`src/rtl/load_store_unit_pkg.sv`:
```
// -----------------------------------------------------------------------------
// load_store_unit_pkg
//   Shared definitions for the load/store unit:
//   - FSM state encoding (IDLE=0, READ=1, WRITE=2, RESP=3)
//   - access size codes (byte, halfword, word, illegal)
//   - captured request record
//   - request legality check (size, alignment, address range)
// -----------------------------------------------------------------------------
package load_store_unit_pkg;

   typedef enum logic [1:0] {
      ST_IDLE  = 2'd0,
      ST_READ  = 2'd1,
      ST_WRITE = 2'd2,
      ST_RESP  = 2'd3
   } state_t;

   localparam logic [1:0] SZ_BYTE    = 2'b00;
   localparam logic [1:0] SZ_HALF    = 2'b01;
   localparam logic [1:0] SZ_WORD    = 2'b10;
   localparam logic [1:0] SZ_ILLEGAL = 2'b11;

   typedef struct packed {
      logic        write;
      logic [1:0]  size;
      logic        is_unsigned;
      logic [31:0] addr;
      logic [31:0] wdata;
   } req_t;

   // A request is rejected for an illegal size, a misaligned half/word,
   // or a word index beyond the end of the data memory.
   function automatic logic req_error(input logic [1:0]  size,
                                      input logic [31:0] addr,
                                      input int unsigned mem_words);
      logic [31:0] word_idx;
      word_idx = {2'b00, addr[31:2]};
      return (size == SZ_ILLEGAL)
          || ((size == SZ_HALF) && addr[0])
          || ((size == SZ_WORD) && (addr[1:0] != 2'b00))
          || (word_idx >= mem_words);
   endfunction

endpackage

```
`src/rtl/load_store_unit_if.sv`:
```
// -----------------------------------------------------------------------------
// load_store_unit_if
//   Bundles the CPU request/response handshake and the word-wide data memory
//   port of the load/store unit.
//   Request : req_valid, req_ready, req_write, req_size, req_unsigned,
//             req_addr, req_wdata
//   Response: resp_valid, resp_rdata, resp_err
//   Memory  : mem_read, mem_write, mem_addr (word index), mem_wdata, mem_rdata
//   Modports: slave  - the load/store unit itself
//             master - the environment (CPU side and data memory)
// -----------------------------------------------------------------------------
interface load_store_unit_if;

   logic        req_valid;
   logic        req_ready;
   logic        req_write;
   logic [1:0]  req_size;
   logic        req_unsigned;
   logic [31:0] req_addr;
   logic [31:0] req_wdata;

   logic        resp_valid;
   logic [31:0] resp_rdata;
   logic        resp_err;

   logic        mem_read;
   logic        mem_write;
   logic [31:0] mem_addr;
   logic [31:0] mem_wdata;
   logic [31:0] mem_rdata;

   modport slave (
      input  req_valid, req_write, req_size, req_unsigned, req_addr, req_wdata,
      output req_ready,
      output resp_valid, resp_rdata, resp_err,
      output mem_read, mem_write, mem_addr, mem_wdata,
      input  mem_rdata
   );

   modport master (
      output req_valid, req_write, req_size, req_unsigned, req_addr, req_wdata,
      input  req_ready,
      input  resp_valid, resp_rdata, resp_err,
      input  mem_read, mem_write, mem_addr, mem_wdata,
      output mem_rdata
   );

endinterface

```
`src/rtl/load_store_unit_byte_lane.sv`:
```
// -----------------------------------------------------------------------------
// load_store_unit_byte_lane
//   Combinational little-endian lane logic.
//   i_word       : word read from memory (old word for stores, data for loads)
//   i_wdata      : right-aligned store data
//   i_size       : access size code
//   i_offset     : byte offset within the word (addr[1:0])
//   i_unsigned   : 1 = zero-extend loads, 0 = sign-extend
//   o_store_word : i_word with the target lane(s) replaced (whole i_wdata for words)
//   o_load_data  : selected lane, right-aligned and extended
// -----------------------------------------------------------------------------
module load_store_unit_byte_lane
   import load_store_unit_pkg::*;
(
   input  logic [31:0] i_word,
   input  logic [31:0] i_wdata,
   input  logic [1:0]  i_size,
   input  logic [1:0]  i_offset,
   input  logic        i_unsigned,
   output logic [31:0] o_store_word,
   output logic [31:0] o_load_data
);

   logic [7:0]  w_byte;
   logic [15:0] w_half;

   assign w_byte = i_word[{i_offset, 3'b000} +: 8];
   assign w_half = i_word[{i_offset[1], 4'b0000} +: 16];

   always_comb begin
      // NOTE: outputs get a default before the case so no path leaves them
      // unassigned; otherwise synthesis infers a latch.
      o_store_word = i_word;
      case (i_size)
         SZ_BYTE: o_store_word[{i_offset, 3'b000} +: 8]     = i_wdata[7:0];
         SZ_HALF: o_store_word[{i_offset[1], 4'b0000} +: 16] = i_wdata[15:0];
         SZ_WORD: o_store_word = i_wdata;
         default: ;
      endcase
   end

   always_comb begin
      o_load_data = '0;
      case (i_size)
         SZ_BYTE: o_load_data = {{24{~i_unsigned & w_byte[7]}}, w_byte};
         SZ_HALF: o_load_data = {{16{~i_unsigned & w_half[15]}}, w_half};
         SZ_WORD: o_load_data = i_word;
         default: ;
      endcase
   end

endmodule

```
`src/rtl/load_store_unit.sv`:
```
// -----------------------------------------------------------------------------
// load_store_unit
//   Initiator-side access unit between the execute stage and a word-wide data
//   memory. One request at a time; sub-word stores are read-modify-write.
//   clk : clock, rising edge
//   rst : asynchronous active-low reset
//   bus : load_store_unit_if.slave (request, response and memory port)
//   Latency from acceptance to resp_valid: load 2, word store 2,
//   sub-word store 3, error 1.
// -----------------------------------------------------------------------------
module load_store_unit
   import load_store_unit_pkg::*;
#(
   parameter int unsigned MEM_WORDS = 256
) (
   input  logic              clk,
   input  logic              rst,
   load_store_unit_if.slave  bus
);

   state_t      r_state;
   req_t        r_req;
   logic [31:0] r_rdata;
   logic        r_req_ready;
   logic        r_mem_read;
   logic        r_mem_write;
   logic        r_resp_valid;
   logic        r_resp_err;

   logic        w_req_err;
   logic [31:0] w_store_word;
   logic [31:0] w_load_data;

   assign w_req_err = req_error(bus.req_size, bus.req_addr, MEM_WORDS);

   load_store_unit_byte_lane u_lane (
      .i_word       (r_rdata),
      .i_wdata      (r_req.wdata),
      .i_size       (r_req.size),
      .i_offset     (r_req.addr[1:0]),
      .i_unsigned   (r_req.is_unsigned),
      .o_store_word (w_store_word),
      .o_load_data  (w_load_data)
   );

   // NOTE: sequential state uses non-blocking assignments so every register
   // samples pre-edge values regardless of statement order.
   always_ff @(posedge clk or negedge rst) begin
      if (!rst) begin
         r_state      <= ST_IDLE;
         r_req        <= '0;
         r_rdata      <= '0;
         r_req_ready  <= 1'b1;
         r_mem_read   <= 1'b0;
         r_mem_write  <= 1'b0;
         r_resp_valid <= 1'b0;
         r_resp_err   <= 1'b0;
      end else begin
         // Strobes are single-cycle; the state that needs one re-asserts it.
         r_mem_read   <= 1'b0;
         r_mem_write  <= 1'b0;
         r_resp_valid <= 1'b0;
         case (r_state)
            ST_IDLE: begin
               if (bus.req_valid) begin
                  r_req       <= '{write:       bus.req_write,
                                   size:        bus.req_size,
                                   is_unsigned: bus.req_unsigned,
                                   addr:        bus.req_addr,
                                   wdata:       bus.req_wdata};
                  r_req_ready <= 1'b0;
                  if (w_req_err) begin
                     r_state      <= ST_RESP;
                     r_resp_valid <= 1'b1;
                     r_resp_err   <= 1'b1;
                  end else if (bus.req_write && (bus.req_size == SZ_WORD)) begin
                     r_state     <= ST_WRITE;
                     r_mem_write <= 1'b1;
                  end else begin
                     r_state    <= ST_READ;
                     r_mem_read <= 1'b1;
                  end
               end
            end
            ST_READ: begin
               r_rdata <= bus.mem_rdata;
               if (r_req.write) begin
                  r_state     <= ST_WRITE;
                  r_mem_write <= 1'b1;
               end else begin
                  r_state      <= ST_RESP;
                  r_resp_valid <= 1'b1;
               end
            end
            ST_WRITE: begin
               r_state      <= ST_RESP;
               r_resp_valid <= 1'b1;
            end
            ST_RESP: begin
               r_state     <= ST_IDLE;
               r_req_ready <= 1'b1;
               r_resp_err  <= 1'b0;
            end
            default: r_state <= ST_IDLE;
         endcase
      end
   end

   assign bus.req_ready  = r_req_ready;
   assign bus.mem_read   = r_mem_read;
   assign bus.mem_write  = r_mem_write;
   assign bus.mem_addr   = (r_mem_read || r_mem_write) ? {2'b00, r_req.addr[31:2]} : '0;
   // Word stores pass i_wdata through the lane logic unchanged.
   assign bus.mem_wdata  = r_mem_write ? w_store_word : '0;
   assign bus.resp_valid = r_resp_valid;
   assign bus.resp_err   = r_resp_err;
   assign bus.resp_rdata = (r_resp_valid && !r_resp_err && !r_req.write) ? w_load_data : '0;

endmodule

```
`src/flat_wrapper.sv`:
```
// flat-port wrapper written by rule: the top's interface ports become plain ports
module load_store_unit_flat import load_store_unit_pkg::*;
#(
   parameter int unsigned MEM_WORDS = 256
)
  (clk, rst, bus_req_valid, bus_req_write, bus_req_size, bus_req_unsigned, bus_req_addr, bus_req_wdata, bus_req_ready, bus_resp_valid, bus_resp_rdata, bus_resp_err, bus_mem_read, bus_mem_write, bus_mem_addr, bus_mem_wdata, bus_mem_rdata);
  load_store_unit_if bus_i ();
  input  logic clk;
  input  logic rst;
  input wire logic [$bits(bus_i.req_valid)-1:0] bus_req_valid;
  input wire logic [$bits(bus_i.req_write)-1:0] bus_req_write;
  input wire logic [$bits(bus_i.req_size)-1:0] bus_req_size;
  input wire logic [$bits(bus_i.req_unsigned)-1:0] bus_req_unsigned;
  input wire logic [$bits(bus_i.req_addr)-1:0] bus_req_addr;
  input wire logic [$bits(bus_i.req_wdata)-1:0] bus_req_wdata;
  output wire logic [$bits(bus_i.req_ready)-1:0] bus_req_ready;
  output wire logic [$bits(bus_i.resp_valid)-1:0] bus_resp_valid;
  output wire logic [$bits(bus_i.resp_rdata)-1:0] bus_resp_rdata;
  output wire logic [$bits(bus_i.resp_err)-1:0] bus_resp_err;
  output wire logic [$bits(bus_i.mem_read)-1:0] bus_mem_read;
  output wire logic [$bits(bus_i.mem_write)-1:0] bus_mem_write;
  output wire logic [$bits(bus_i.mem_addr)-1:0] bus_mem_addr;
  output wire logic [$bits(bus_i.mem_wdata)-1:0] bus_mem_wdata;
  input wire logic [$bits(bus_i.mem_rdata)-1:0] bus_mem_rdata;
  assign bus_i.req_valid = bus_req_valid;
  assign bus_i.req_write = bus_req_write;
  assign bus_i.req_size = bus_req_size;
  assign bus_i.req_unsigned = bus_req_unsigned;
  assign bus_i.req_addr = bus_req_addr;
  assign bus_i.req_wdata = bus_req_wdata;
  assign bus_req_ready = bus_i.req_ready;
  assign bus_resp_valid = bus_i.resp_valid;
  assign bus_resp_rdata = bus_i.resp_rdata;
  assign bus_resp_err = bus_i.resp_err;
  assign bus_mem_read = bus_i.mem_read;
  assign bus_mem_write = bus_i.mem_write;
  assign bus_mem_addr = bus_i.mem_addr;
  assign bus_mem_wdata = bus_i.mem_wdata;
  assign bus_i.mem_rdata = bus_mem_rdata;
  load_store_unit #(.MEM_WORDS(MEM_WORDS)) u_core (.clk(clk), .rst(rst), .bus(bus_i));
endmodule
```
`config.mk`:
```
export PLATFORM = sky130hd
export DESIGN_NAME = load_store_unit_flat
export DESIGN_NICKNAME = d
export VERILOG_FILES = /design/src/rtl/load_store_unit_pkg.sv /design/src/rtl/load_store_unit_if.sv /design/src/rtl/load_store_unit_byte_lane.sv /design/src/rtl/load_store_unit.sv /design/src/flat_wrapper.sv
export SDC_FILE = /design/constraint.sdc
export NUM_CORES = 1
export LEC_CHECK = 0
export ABC_AREA = 1
export ABC_CLOCK_PERIOD_IN_PS = 2440
export BUFFER_PORTS_ARGS = -buffer_cell sky130_fd_sc_hd__buf_2
export CORE_MARGIN = 4
export CORE_UTILIZATION = 32
export DETAILED_ROUTE_END_ITERATION = 7
export GPL_ROUTABILITY_DRIVEN = 0
export PLACE_DENSITY = 0.6
export SLEW_MARGIN = 20
export SYNTH_ARGS = -nofsm -noshare
export SYNTH_HDL_FRONTEND = slang
export SYNTH_SLANG_ARGS = --single-unit
```
`constraint.sdc`:
```
create_clock -name clk -period 2.44 [get_ports clk]
set_clock_uncertainty 0.15 [all_clocks]
set_input_delay 0.61 -clock clk [delete_from_list [all_inputs] [get_ports clk]]
set_output_delay 0.61 -clock clk [all_outputs]
set_load 0.02 [all_outputs]
```
After elaboration in Yosys (flattened, before gate mapping)

Index checks and enable logic that the tools add are counted.

Bits in registers: 107
Memory bits (read-only): 0
Latch bits: 0
Bits of input ports: 103
Bits in writable memories: 0
Memories kept: 0
Output and inout bits: 101
Logic and storage cells: 82

Reductions and logical operators: 18
Bitwise gates (word level): 3
Order comparisons: 1
Muxes and demuxes: 30
Multiply operators: 0
Shift operators: 6
Add/subtract/negate cells: 2
Equality and inequality tests: 10
Divide/modulo/power cells: 0

Operator list:

| cell                      | number |
|---|---|
| $pmux W32 S3              | 2 |
| $bwmux W32                | 2 |
| $mux W32                  | 2 |
| $shift A16 B7 Y32 const A | 1 |
| $shift A8 B7 Y32 const A  | 1 |
| $shiftx A16 B7 Y32        | 1 |
| $shiftx A32 B6 Y16        | 1 |
| $shiftx A32 B6 Y8         | 1 |
| $shiftx A8 B7 Y32         | 1 |
| $ge A30 B9 Y1 const B     | 1 |
| $mux W30                  | 1 |
| $mux W1                   | 15 |
| $neg A5 Y7                | 2 |
| $eq A2 B2 Y1 const B      | 5 |
| $pmux W2 S4               | 1 |
| $eq A2 B1 Y1 const B      | 3 |
| $mux W2                   | 3 |
| $pmux W1 S2               | 3 |
| $logic_and A1 B1 Y1       | 5 |
| $logic_not A2 Y1          | 2 |
| $logic_or A1 B1 Y1        | 4 |
| $reduce_and A2 Y1         | 2 |
| $reduce_bool A2 Y1        | 2 |
| $pmux W1 S3               | 1 |
| other kinds (6)           | 8 |

Depth between registers and ports, before layout

Word-level depth: 8
Depth in mapped cells: 11
Depth with buffers taken out: 9

By module

Synthesis repeated with hierarchy kept, for this count alone.

Cell total of the unflattened synthesis: 1267
Area, all modules: 7718.7 um2

By module, submodules not included:

| module                    | cells each | times used | sequential area each (um2) | area an instance (um2) |
|---|---|---|---|---|
| load_store_unit           | 672        | 1          | 2678.8                     | 5002.3 |
| load_store_unit_byte_lane | 595        | 1          | 0.0                        | 2716.4 |

Worst setup path before layout

Ideal clock, no wire load.

Path type: register to output
From: reg u_core.r_req[32] in the netlist's numbering
To: out bus_mem_wdata[0]
Stages on the path, launching flop included: 9
Arrival time: 2072 ps
Buffers on the path: 1
Required time: 1680 ps
Setup slack: -392 ps
Cell sequence: dfrtp_1 -> inv_1 -> clkbuf_1 -> ha_1 -> inv_1 -> nand4_1 -> o21bai_2 -> nand2_1 -> a21oi_1

Longest elaborated chain between the ends: 5
Elaborated cells between the ends (all ways): 6
Classes of those cells: add/sub: 1; shift: 2; mux: 3

Ends and longest elaborated chain:

| item                                                  | line                            | source |
|---|---|---|
| from (decl)                                           | load_store_unit.sv:22           | `req_t r_req;` |
| from (signal assigned)                                | load_store_unit.sv:66           | `r_req <= '{write: bus.req_write,` |
| $neg A5 Y7 (*)                                        | load_store_unit_byte_lane.sv:35 | `SZ_BYTE: o_store_word[{i_offset, 3'b000} +: 8] = i_wdata[7:0];` |
| $shiftx A8 B7 Y32 or $shift A8 B7 Y32 (tied branches) | load_store_unit_byte_lane.sv:35 |  |
| $bwmux W32 (*)                                        | load_store_unit_byte_lane.sv:35 |  |
| $pmux W32 S3 (*)                                      | load_store_unit_byte_lane.sv:34 | `case (i_size)` |
| $mux W32 (*)                                          | load_store_unit.sv:114          | `assign bus.mem_wdata = r_mem_write ? w_store_word : '0;` |
| to (decl)                                             | flat_wrapper.sv:23              | `output wire logic [$bits(bus_i.mem_wdata)-1:0] bus_mem_wdata;` |

Mark *: on every way between the ends. The rest lies on a longest branch, timed or not.

Worst setup path in the final report

From: reg u_core.r_req[32] in the netlist's numbering
To: out bus_mem_wdata[7]

Same word-level chain as after synthesis.

==> impl_metrics.tcl <==
set metrics [dict create \
    viasPerCell 4.86 \
    synth_compound_area_share_pct 18.5 \
    power_density_nw_per_um2 1310 \
    area.growth.synth_to_final_pct 42.0 \
    r2r_slack_ns 0.63 \
    synthSimpleGateAreaFrac_pct 26.7 \
    min_path_cells 3 \
    failed_checks "negative setup slack" \
    cts.sinks 107 \
    cts.clk_slew.worst_paths_ns 0.08 \
    antenna_cells 0 \
    nNetsFinal 1322 \
    fin_area_um2 9270 \
    worstMarginPinSlew_ns 0.557 \
    fin_hold_ws_ns 0.280 \
    layout.cells.non_filler 1480 \
    drc 0 \
    clock_tree.buffer_depth 2 \
    ir_worst_vdd_mv 0.505 \
    num_vias 7199 \
    grt_max_degree 62 \
    synth.distinct_cells 27 \
    slew_violations 0 \
    dp.cells 1455 \
    drive_above_1_share_pct 31.5 \
    ys_ff_latch 107 \
    worst_setup_path_start_kind "flop" \
    post_drt_wl_per_cell_um 16.5 \
    grt_pass1_wl_mm 37.6 \
    post-place-ws_ns -0.0608 \
    cts_tree "yes" \
    initial_utilization_pct 33.0 \
    coreArea_um2 19800 \
    cts_buffers 9 \
    clockRootBuffer "clkbuf_16" \
    hold_violations 0 \
    status "finished, violations left" \
    max-slew-margin-rel_pct 62.9 \
    dieArea_um2 22700 \
    p_total_mw 12.1 \
    syn_inst 990 \
    utilization_pct 46.9 \
    yosys_warnings 0 \
    grt_pass1_vias 6947 \
    dieWidth_um 151 \
    cp_max_fo 8 \
    synth.area.mux_share_pct 0.690 \
    p_leak_nw 4.75 \
    synth_edf_count 0 \
    setup_ws_ns -0.345 \
    grt_use_total_pct 21.2 \
    synth_xor_area_share_pct 0 \
    wirelength_mm 24.5 \
    drt_iter0_drc 482 \
    cts-htree-levels 3 \
    cp.required_ns 1.68 \
    critPathArrivalTime_ns 2.02 \
    ys_seq_area_share_pct 41.0 \
    hp-class "input port to flop" \
    tns_ns -16.38 \
    synthArstFlopShare_pct 100 \
    reg2regPathDepth 5 \
    maxCapViolations 0 \
    die_y_um 151 \
    ant_nets 0 \
    ios 204 \
    cp-end-kind "output port" \
    antenna_found_initial 4 \
    period_minus_slack_ns 2.78 \
    synthAdderAreaFrac_pct 1.73 \
    max_freq_mhz 359 \
    drt-pass1-iter-count 5 \
    portBuffers 201 \
    synth_top_family_by_area "simple AND/OR/NAND/NOR gates" \
    dpl.hpwl_mm 18.6 \
    syn-cell-area_um2 6530 \
    rsz0062_at_grt "true" \
    synthFlopType "dfrtp_1" \
    clk_latency_ns 0.37 \
    syn_area_per_cell_um2 6.59 \
    num_rows 51 \
    min_period_over_period_pct 114 \
    place_area_um2 8290 \
    critical_path_class "flop to output port" \
    setup_viol 64 \
    grt-ovfl-total 0 \
]
-- kinds of logic after synthesis --
| logic type | after synthesis |
|---|---|
| AOI/OAI and AO/OA | 230 |
| adders and majority gates | 9 |
| buffers and inverters | 188 |
| DFF | 107 |
| muxes | 4 |
| other | 1 |
| and+or+nand+nor | 451 |
-- final timing paths --
kind	start	end
setup / recovery	u_core.r_req[32]$_DFFE_PN0P_	bus_mem_wdata[7]
hold / removal	bus_req_wdata[12]	u_core.r_req[12]$_DFFE_PN0P_
setup reg to reg	u_core.r_state[1]$_DFFE_PN0P_	u_core.r_rdata[9]$_DFFE_PN0N_
hold reg to reg	u_core.r_req[24]$_DFFE_PN0P_	u_core.r_req[24]$_DFFE_PN0P_
max in group asynchronous	rst	u_core.r_req[57]$_DFFE_PN0P_
min in group asynchronous	rst	u_core.r_rdata[4]$_DFFE_PN0N_
-- layer usage --
metal / vias up / routed length, µm / GRT usage [%]
met3: 42 / 2250 / 5.75
met5: - / 54 / 0
met4: 8 / 493 / 5.03
li1: 3536 / - / -
met2: 341 / 11500 / 35.3
met1: 3272 / 10200 / 27.5
-- placed cells by master, fill, tap and decap left out, types with 9 or more instances in the layout --
master	instances
o21ai_0	117
a22oi_1	10
buf_2	159
o21ai_1	10
nand2_1	328
buf_4	58
inv_1	118
nand3_1	11
buf_6	35
nor2_1	68
a21oi_2	11
nand2_2	15
dfrtp_1	103
nand3_2	9
clkbuf_16	11
a21oi_1	53
inv_2	10
-- registers in the layout, summed over array words and instances (netlist names) --
| signal | flops |
|---|---|
| u_core.r_req | 68 |
| u_core.bus.req_ready | 1 |
| u_core.bus.resp_err | 1 |
| u_core.bus.mem_write | 1 |
| u_core.bus.resp_valid | 1 |
| u_core.r_rdata | 32 |
| u_core.r_state | 2 |
| u_core.bus.mem_read | 1 |
-- power by group --
part	internal (mW)	switching, mW
combinational	2.67	4.45
clock	0.740	0.794
sequential	2.63	0.836
total	6.04	6.08
-- synthesized netlist by cell type (2+ instances only) --
cell type,number,area [µm²]
mux2_2,4,45.0
clkbuf_1,38,143
nand3_1,22,110
inv_1,128,480
a31oi_1,8,50.1
a22oi_1,12,90.1
nand2_1,346,1300
dfrtp_1,106,2650
a21oi_1,72,360
nand4_1,2,12.5
buf_2,13,65.1
nand2_2,3,18.8
o21ai_0,134,671
nor2_1,74,278
inv_2,4,15.0
ha_1,9,113
nor2_2,2,12.5
buf_4,4,30.0
-- critical path, stage by stage (launching register included) --
cell	delay (ns)
dfrtp_2	0.46
inv_4	0.10
ha_4	0.22
inv_4	0.07
nand4_1	0.09
o21bai_2	0.16
buf_6	0.20
nand2_2	0.08
a21oi_4	0.13
buf_6	0.13
-- final cells by class --
cell class                 instances  area, µm²
fill                            2065      10500
multi-input combinational        696       3580
sequential                       107       2680
timing repair buffer             264       1860
inverter                         132        505
tap                              265        332
clock buffer                       9        225
clock inverter                     7       88.8
-- repair_timing --
action	in CTS	in global routing
endpoints found under the hold margin	9	0
pin swaps	11	13
setup buffers	2	3
setup endpoints to repair	64	64
hold buffers	1	0
gates cloned	1	2
resized for setup	98	89
Power figures use the tool's default switching activity.
